===== src/rtl/gpio_pll_pkg.sv =====
// rtl/gpio_pll_pkg.sv - shared MDRP opcodes, widths and controller state encoding
package gpio_pll_pkg;

  localparam int MDRP_AW = 8;
  localparam int MDRP_DW = 8;

  localparam logic [1:0] MDOPC_NOP     = 2'b00;
  localparam logic [1:0] MDOPC_WRITE   = 2'b01;
  localparam logic [1:0] MDOPC_READ    = 2'b10;
  localparam logic [1:0] MDOPC_SETADDR = 2'b11;

  typedef enum logic [2:0] {
    ST_IDLE,
    ST_SETA,
    ST_OP,
    ST_NOPS,
    ST_RDWAIT,
    ST_SETTLE,
    ST_LOCKW,
    ST_DONE
  } mdrp_state_e;

endpackage


===== src/rtl/gpio_pll_mdclk_gen.sv =====
// rtl/gpio_pll_mdclk_gen.sv - free-running MDCLK divider with edge strobes
module gpio_pll_mdclk_gen #(
  parameter int HALF = 4
) (
  input  logic clk,
  input  logic rst,
  output logic mdclk,
  output logic rise_evt,
  output logic fall_evt
);

  localparam int CW = $clog2(HALF);

  logic [CW-1:0] cnt;
  logic          tick;

  assign tick = (cnt == CW'(HALF - 1));

  // Strobes are high in the clk cycle whose closing edge flips mdclk.
  assign rise_evt = tick & ~mdclk;
  assign fall_evt = tick & mdclk;

  always_ff @(posedge clk) begin
    if (rst) begin
      cnt   <= '0;
      mdclk <= 1'b0;
    end else if (tick) begin
      cnt   <= '0;
      mdclk <= ~mdclk;
    end else begin
      cnt <= cnt + 1'b1;
    end
  end

endmodule


===== src/rtl/gpio_pll_mdrp_ctrl.sv =====
// rtl/gpio_pll_mdrp_ctrl.sv - single-request MDRP initiator with optional PLL re-lock wait
module gpio_pll_mdrp_ctrl
  import gpio_pll_pkg::*;
#(
  parameter int MDCLK_HALF   = 4,
  parameter int RD_LAT       = 2,
  parameter int LOCK_SETTLE  = 4,
  parameter int LOCK_TIMEOUT = 65535
) (
  input  logic               clk,
  input  logic               rst,
  input  logic               req_valid,
  output logic               req_ready,
  input  logic               req_write,
  input  logic               req_wait_lock,
  input  logic [MDRP_AW-1:0] req_addr,
  input  logic [MDRP_DW-1:0] req_wdata,
  output logic               rsp_valid,
  output logic [MDRP_DW-1:0] rsp_rdata,
  output logic               rsp_err,
  input  logic               pll_lock,
  output logic               mdclk,
  output logic [1:0]         mdopc,
  output logic               mdainc,
  output logic [MDRP_DW-1:0] mdwdi,
  input  logic [MDRP_DW-1:0] mdrdo
);

  mdrp_state_e        state, state_nxt;
  logic               rise_evt, fall_evt;
  logic               lat_write, lat_wait;
  logic [MDRP_AW-1:0] lat_addr;
  logic [MDRP_DW-1:0] lat_wdata;
  logic               lock_meta, lock_sync;
  logic [7:0]         edge_cnt;
  logic [15:0]        to_cnt;

  gpio_pll_mdclk_gen #(.HALF(MDCLK_HALF)) u_mdclk_gen (
    .clk      (clk),
    .rst      (rst),
    .mdclk    (mdclk),
    .rise_evt (rise_evt),
    .fall_evt (fall_evt)
  );

  assign req_ready = (state == ST_IDLE) && !rst;
  assign rsp_valid = (state == ST_DONE);
  assign mdainc    = 1'b0;

  always_comb begin
    state_nxt = state;
    case (state)
      ST_IDLE:   if (req_valid) state_nxt = ST_SETA;
      ST_SETA:   if (fall_evt) state_nxt = ST_OP;
      ST_OP:     if (fall_evt) state_nxt = ST_NOPS;
      ST_NOPS: begin
        if (fall_evt) begin
          if (!lat_write)    state_nxt = ST_RDWAIT;
          else if (lat_wait) state_nxt = ST_SETTLE;
          else               state_nxt = ST_DONE;
        end
      end
      // edge_cnt restarts on the fall that drives READ, so the READ-sampling rise is count 0.
      ST_RDWAIT: if (rise_evt && edge_cnt == 8'(RD_LAT)) state_nxt = ST_DONE;
      ST_SETTLE: if (rise_evt && edge_cnt == 8'(LOCK_SETTLE - 1)) state_nxt = ST_LOCKW;
      ST_LOCKW:  if (lock_sync || to_cnt == 16'(LOCK_TIMEOUT - 1)) state_nxt = ST_DONE;
      ST_DONE:   state_nxt = ST_IDLE;
      default:   state_nxt = ST_IDLE;
    endcase
  end

  always_ff @(posedge clk) begin
    if (rst) begin
      state     <= ST_IDLE;
      mdopc     <= MDOPC_NOP;
      mdwdi     <= '0;
      rsp_rdata <= '0;
      rsp_err   <= 1'b0;
      lat_write <= 1'b0;
      lat_wait  <= 1'b0;
      lat_addr  <= '0;
      lat_wdata <= '0;
      lock_meta <= 1'b0;
      lock_sync <= 1'b0;
      edge_cnt  <= '0;
      to_cnt    <= '0;
    end else begin
      state     <= state_nxt;
      lock_meta <= pll_lock;
      lock_sync <= lock_meta;

      if (state == ST_IDLE && req_valid) begin
        lat_write <= req_write;
        lat_wait  <= req_wait_lock;
        lat_addr  <= req_addr;
        lat_wdata <= req_wdata;
      end

      if (fall_evt && (state == ST_OP || (state == ST_NOPS && lat_write)))
        edge_cnt <= '0;
      else if (rise_evt && edge_cnt != 8'hFF)
        edge_cnt <= edge_cnt + 1'b1;

      if (state != ST_LOCKW)
        to_cnt <= '0;
      else if (to_cnt != 16'hFFFF)
        to_cnt <= to_cnt + 1'b1;

      // Opcodes move only on the falling MDCLK edge so the PLL sees them settled on rise.
      if (fall_evt) begin
        case (state)
          ST_SETA: begin
            mdopc <= MDOPC_SETADDR;
            mdwdi <= lat_addr;
          end
          ST_OP: begin
            mdopc <= lat_write ? MDOPC_WRITE : MDOPC_READ;
            mdwdi <= lat_write ? lat_wdata : '0;
          end
          ST_NOPS: begin
            mdopc <= MDOPC_NOP;
            mdwdi <= '0;
          end
          default: ;
        endcase
      end

      if (state_nxt == ST_DONE && state != ST_DONE) begin
        rsp_rdata <= (state == ST_RDWAIT) ? mdrdo : '0;
        rsp_err   <= (state == ST_LOCKW) && !lock_sync;
      end
    end
  end

endmodule


===== config.mk =====
export PLATFORM = sky130hd
export DESIGN_NAME = gpio_pll_mdrp_ctrl
export DESIGN_NICKNAME = d
export VERILOG_FILES = /design/src/rtl/gpio_pll_pkg.sv /design/src/rtl/gpio_pll_mdclk_gen.sv /design/src/rtl/gpio_pll_mdrp_ctrl.sv
export SDC_FILE = /design/constraint.sdc
export NUM_CORES = 1
export LEC_CHECK = 0
export CAP_MARGIN = 20
export CORE_AREA = 2 2 100 111
export CTS_BUF_LIST = sky130_fd_sc_hd__clkbuf_8
export DETAILED_ROUTE_END_ITERATION = 10
export DIE_AREA = 0 0 102 113
export SETUP_SLACK_MARGIN = 0.3
export SYNTH_ARGS = -nofsm -noshare
export SYNTH_HDL_FRONTEND = slang
export SYNTH_SLANG_ARGS = --single-unit

===== constraint.sdc =====
create_clock -name clk -period 3.04 [get_ports clk]
set_input_delay 0.912 -clock clk [delete_from_list [all_inputs] [get_ports clk]]
set_output_delay 0.912 -clock clk [all_outputs]
set_load 0.05 [all_outputs]

==> metrics.md, run 1 <==
| Metric | Value |
|---|---|
| Synth warn | 0 |
| Register area share after synthesis | a little under half |
| RSZ-0062 raised after global routing | false |
| Max Clk Rate | roughly 380 MHz |
| Max cap viols | 0 |
| Final Hold Viols | 0 |
| Total GRT Usage | 12.5% |
| DR vias/cell | roughly 4.6 |
| WL/cell | around 12 um |
| Final Wtd Congestion | around 0.75 |
| Mapped Avg Cell Area | between 8 and 9 um2 |
| Max Slew Vio Count | 0 |
| Crit path from | rst |
| Worst skew pair latency | 0.34 ns |
| CP Max Fanout | 2 |
| CP delay by family, top | buffers and inverters |
| End of the critical path | req_ready |
| Die Span X | roughly 100 um |
| GR Overflow Total | 0 |
| Post-Syn Nets | about 400 |
| R2r startpoint | u_mdclk_gen.cnt[0] |
| Relative slew slack | between 40% and 50% |
| CP peak stage delay | 0.35 ns |
| Crit path capture type | output port |
| Initial Util | between 20% and 30% |
| Placed cell areas | roughly 3700 um2 |
| Die Y | 113 um |
| Routed wire length | a little under 7000 um |
| Starting DRC count in detailed routing | 77 |
| Clock root buffer | clkbuf_8 |
| Status | finished clean |
| Setup ws final | about 0.38 ns |
| Syn Inst Count | roughly 360 |
| Netlist cell types | 48 |
| Critical Path AT | around 1.8 ns |
| Top cells by area, synth | dfxtp_1 45%, nand2_1 8.0%, nor2_1 4.4% |
| Mapped Area | 3050 um2 |
| Final Setup Violations | 0 |
| Initial antenna violation count | 0 |
| Setup CP Type | input pin to output port |
| Period utilisation layout | 87.5% |
| Top-area cell type share of the netlist area | a little under half |
| PwrDens | roughly 470 nW/um2 |
| First-pass DRT Iterations | 4 |
| Antenna fix cells | 0 |
| Routed Antenna Nets | 0 |
| Hpwl dp | about 4900 um |
| Asr flop ratio synth | 0% |
| Nets | approximately 440 |
| Crit path required time | approximately 2.1 ns |
| First-pass GRT wire length | roughly 11000 um |
| Hold Path Class | register to register |
| TritonCTS clock tree | yes |
| Reg-to-reg slack, setup | ~0.83 ns |
| Area Overhead vs Synth | 29.3% |
| Reg clk slew, reported paths | roughly 0.080 ns |
| Postcts setup bufs | 0 |
| Number of global-route vias before repair | ~2500 |
| Clock Skew | about 0.0083 ns |
| I/O pin count | 53 |
| Pre-CTS setup slack | approximately 0.18 ns |
| Critical-path cell list | dlygate4sd2_1 -> nor4_4 -> buf_12 |
| Critical Path Slowest Stage Cell | nor4_4 |
| Worst R2R End | rsp_rdata[0] |
| Yosys reg bits | 69 |
| PortBufs | roughly 50 |
| Synth Flop Type | dfxtp_1 |
| CTS Hold Bufs | 0 |
| Die area | 11500 um2 |
| Post-synth EDFFs | 0 |
| Largest net degree at the start of global routing | 38 |
| Buf/Inv on CP | 2 |
| WP depth | 3 |
| Post-Layout Inst Area | approximately 3900 um2 |
| Final worst path period need | ~2.7 ns |
| Worst slew pin tran | 0.763 ns |
| Setup TNS | 0 ns |
| Number of buffers created by CTS | 9 |
| Post-route DRC violation count | 0 |
| Placeable core region | 10300 um2 |
| Hold_ws | approximately 0.44 ns |
| Yosys top cell by area | dfxtp_1 |
| Vias | about 2600 |
| Clk sinks | 69 |
| P_leak | approximately 1.4 nW |
| H-tree depth | 3 |
| Share of layout cells above drive strength 1 | just over 8% |
| Worst Reg-to-Reg Cells | 7 |
| # rows | 39 |
| CTS max path bufs | 2 |
| CP Launch Type | input pin |
| Worst VDD drop | ~170 uV |
[area by class of cell]
type / count / area, um2
multi-input combinational: 264 / 1580
timing repair buffer: 60 / 587
fill: 1081 / 6400
sequential: 69 / 1380
clock buffer: 9 / 124
inverter: 5 / 18.8
clock inverter: 7 / 73.8
tap: 143 / 179
[how the worst min path moves through the flow]
stage                  startpoint            endpoint  slack [ns]  cells past startpoint
2_1_floorplan  u_mdclk_gen.cnt[0]  u_mdclk_gen.cnt[0]        0.40                      1
3_3_place_gp   u_mdclk_gen.cnt[0]  u_mdclk_gen.cnt[0]        0.42                      1
3_5_place_dp   u_mdclk_gen.cnt[0]  u_mdclk_gen.cnt[0]        0.42                      1
4_1_cts                 lock_meta           lock_sync        0.45                      1
5_1_grt                 lock_meta           lock_sync        0.45                      1
6_report                lock_meta           lock_sync        0.44                      1
[Yosys cell counts (3+ instances only)]
cell type	number
nand2b_1	4
nor2b_1	7
inv_1	5
a21oi_1	25
and3_1	8
nor4_1	3
nand2_1	65
nand3_1	8
clkbuf_1	8
a31oi_1	3
xor2_1	3
a22oi_1	8
nor2_1	36
buf_2	4
o21ai_0	3
ha_1	5
a211oi_1	13
nor3_1	12
xnor2_1	13
and4_1	3
dfxtp_1	69
o211ai_1	4
and2_1	5
mux2i_1	9
nand4_1	6
[cell usage in the layout (no fill, tap or decap), types with 7 or more instances in the layout]
master            n
clkbuf_8          9
nand3_1           8
a22oi_1           8
nor2_1           36
and3_1            8
xnor2_1          13
nor2b_1           7
nand2_1          65
a211oi_1         13
dfxtp_1          69
clkdlybuf4s50_1  49
a21oi_1          25
nor3_1           12
buf_4             9
mux2i_1           9
[what timing repair did]
action / CTS / global route
resized for setup: 1 / 0
endpoints found under the setup margin: 1 / 0
hold endpoints to repair: 0 / 0
[where the power goes]
part,internal (W),total (W),switching (W)
Clock,0.000383,0.000751,0.000368
Combinational,0.0000745,0.000148,0.0000738
Sequential,0.000927,0.000941,0.0000140
[sequential cells by signal (all words and copies together) (netlist names)]
register           cells
edge_cnt               8
lock_meta              1
lat_wdata              8
u_mdclk_gen.mdclk      1
rsp_rdata              8
mdopc                  2
lat_write              1
mdwdi                  8
u_mdclk_gen.cnt        2
lock_sync              1
lat_wait               1
rsp_err                1
state                  3
to_cnt                16
lat_addr               8
[logic make-up after synthesis]
group	Yosys count	synth area share (%)
buffers and inverters	22	3.36
flip-flops	69	45.3
adder cells (fa/ha/maj)	5	2.05
AO/OA/AOI/OAI	64	13.7
XOR/XNOR	16	4.59
multiplexers	11	3.81
AND/OR/NAND/NOR	167	27.1
other	1	0.123
[per-stage QoR]
step                      power (W)  cells  utilization (%)
after CTS                   0.00186    557             38.1
after global placement      0.00111    541             36.2
after detailed placement    0.00111    541             36.2
final                       0.00184    557             38.1
after floorplan             0.00105    355                -
after global routing        0.00192    557             38.1
[layer usage]
metal / part of all wire [%] / routed length (um) / vias up / GRT usage (%)
met2: 48 / 3290 / 46 / 21.0
met1: 46 / 3180 / 1172 / 15.5
met4: 1.6 / 111 / 0 / 5.07
li1: - / - / 1346 / -
met5: 0 / 0 / - / 0
met3: 4.0 / 276 / 10 / 2.53
No activity file was read; power rests on OpenSTA's default activity.
==> run 2, diff against run 1 <==
GPL_TIMING_DRIVEN = 1   (was default)
==> results of run 2 <==
No change in the layout: final DEF, timing and power equal those of run 1.
==> run 3, diff against run 2 <==
CTS_CLUSTER_SIZE = 16   (was default)
==> results of run 3 <==
No change in the layout: final DEF, timing and power equal those of run 1.
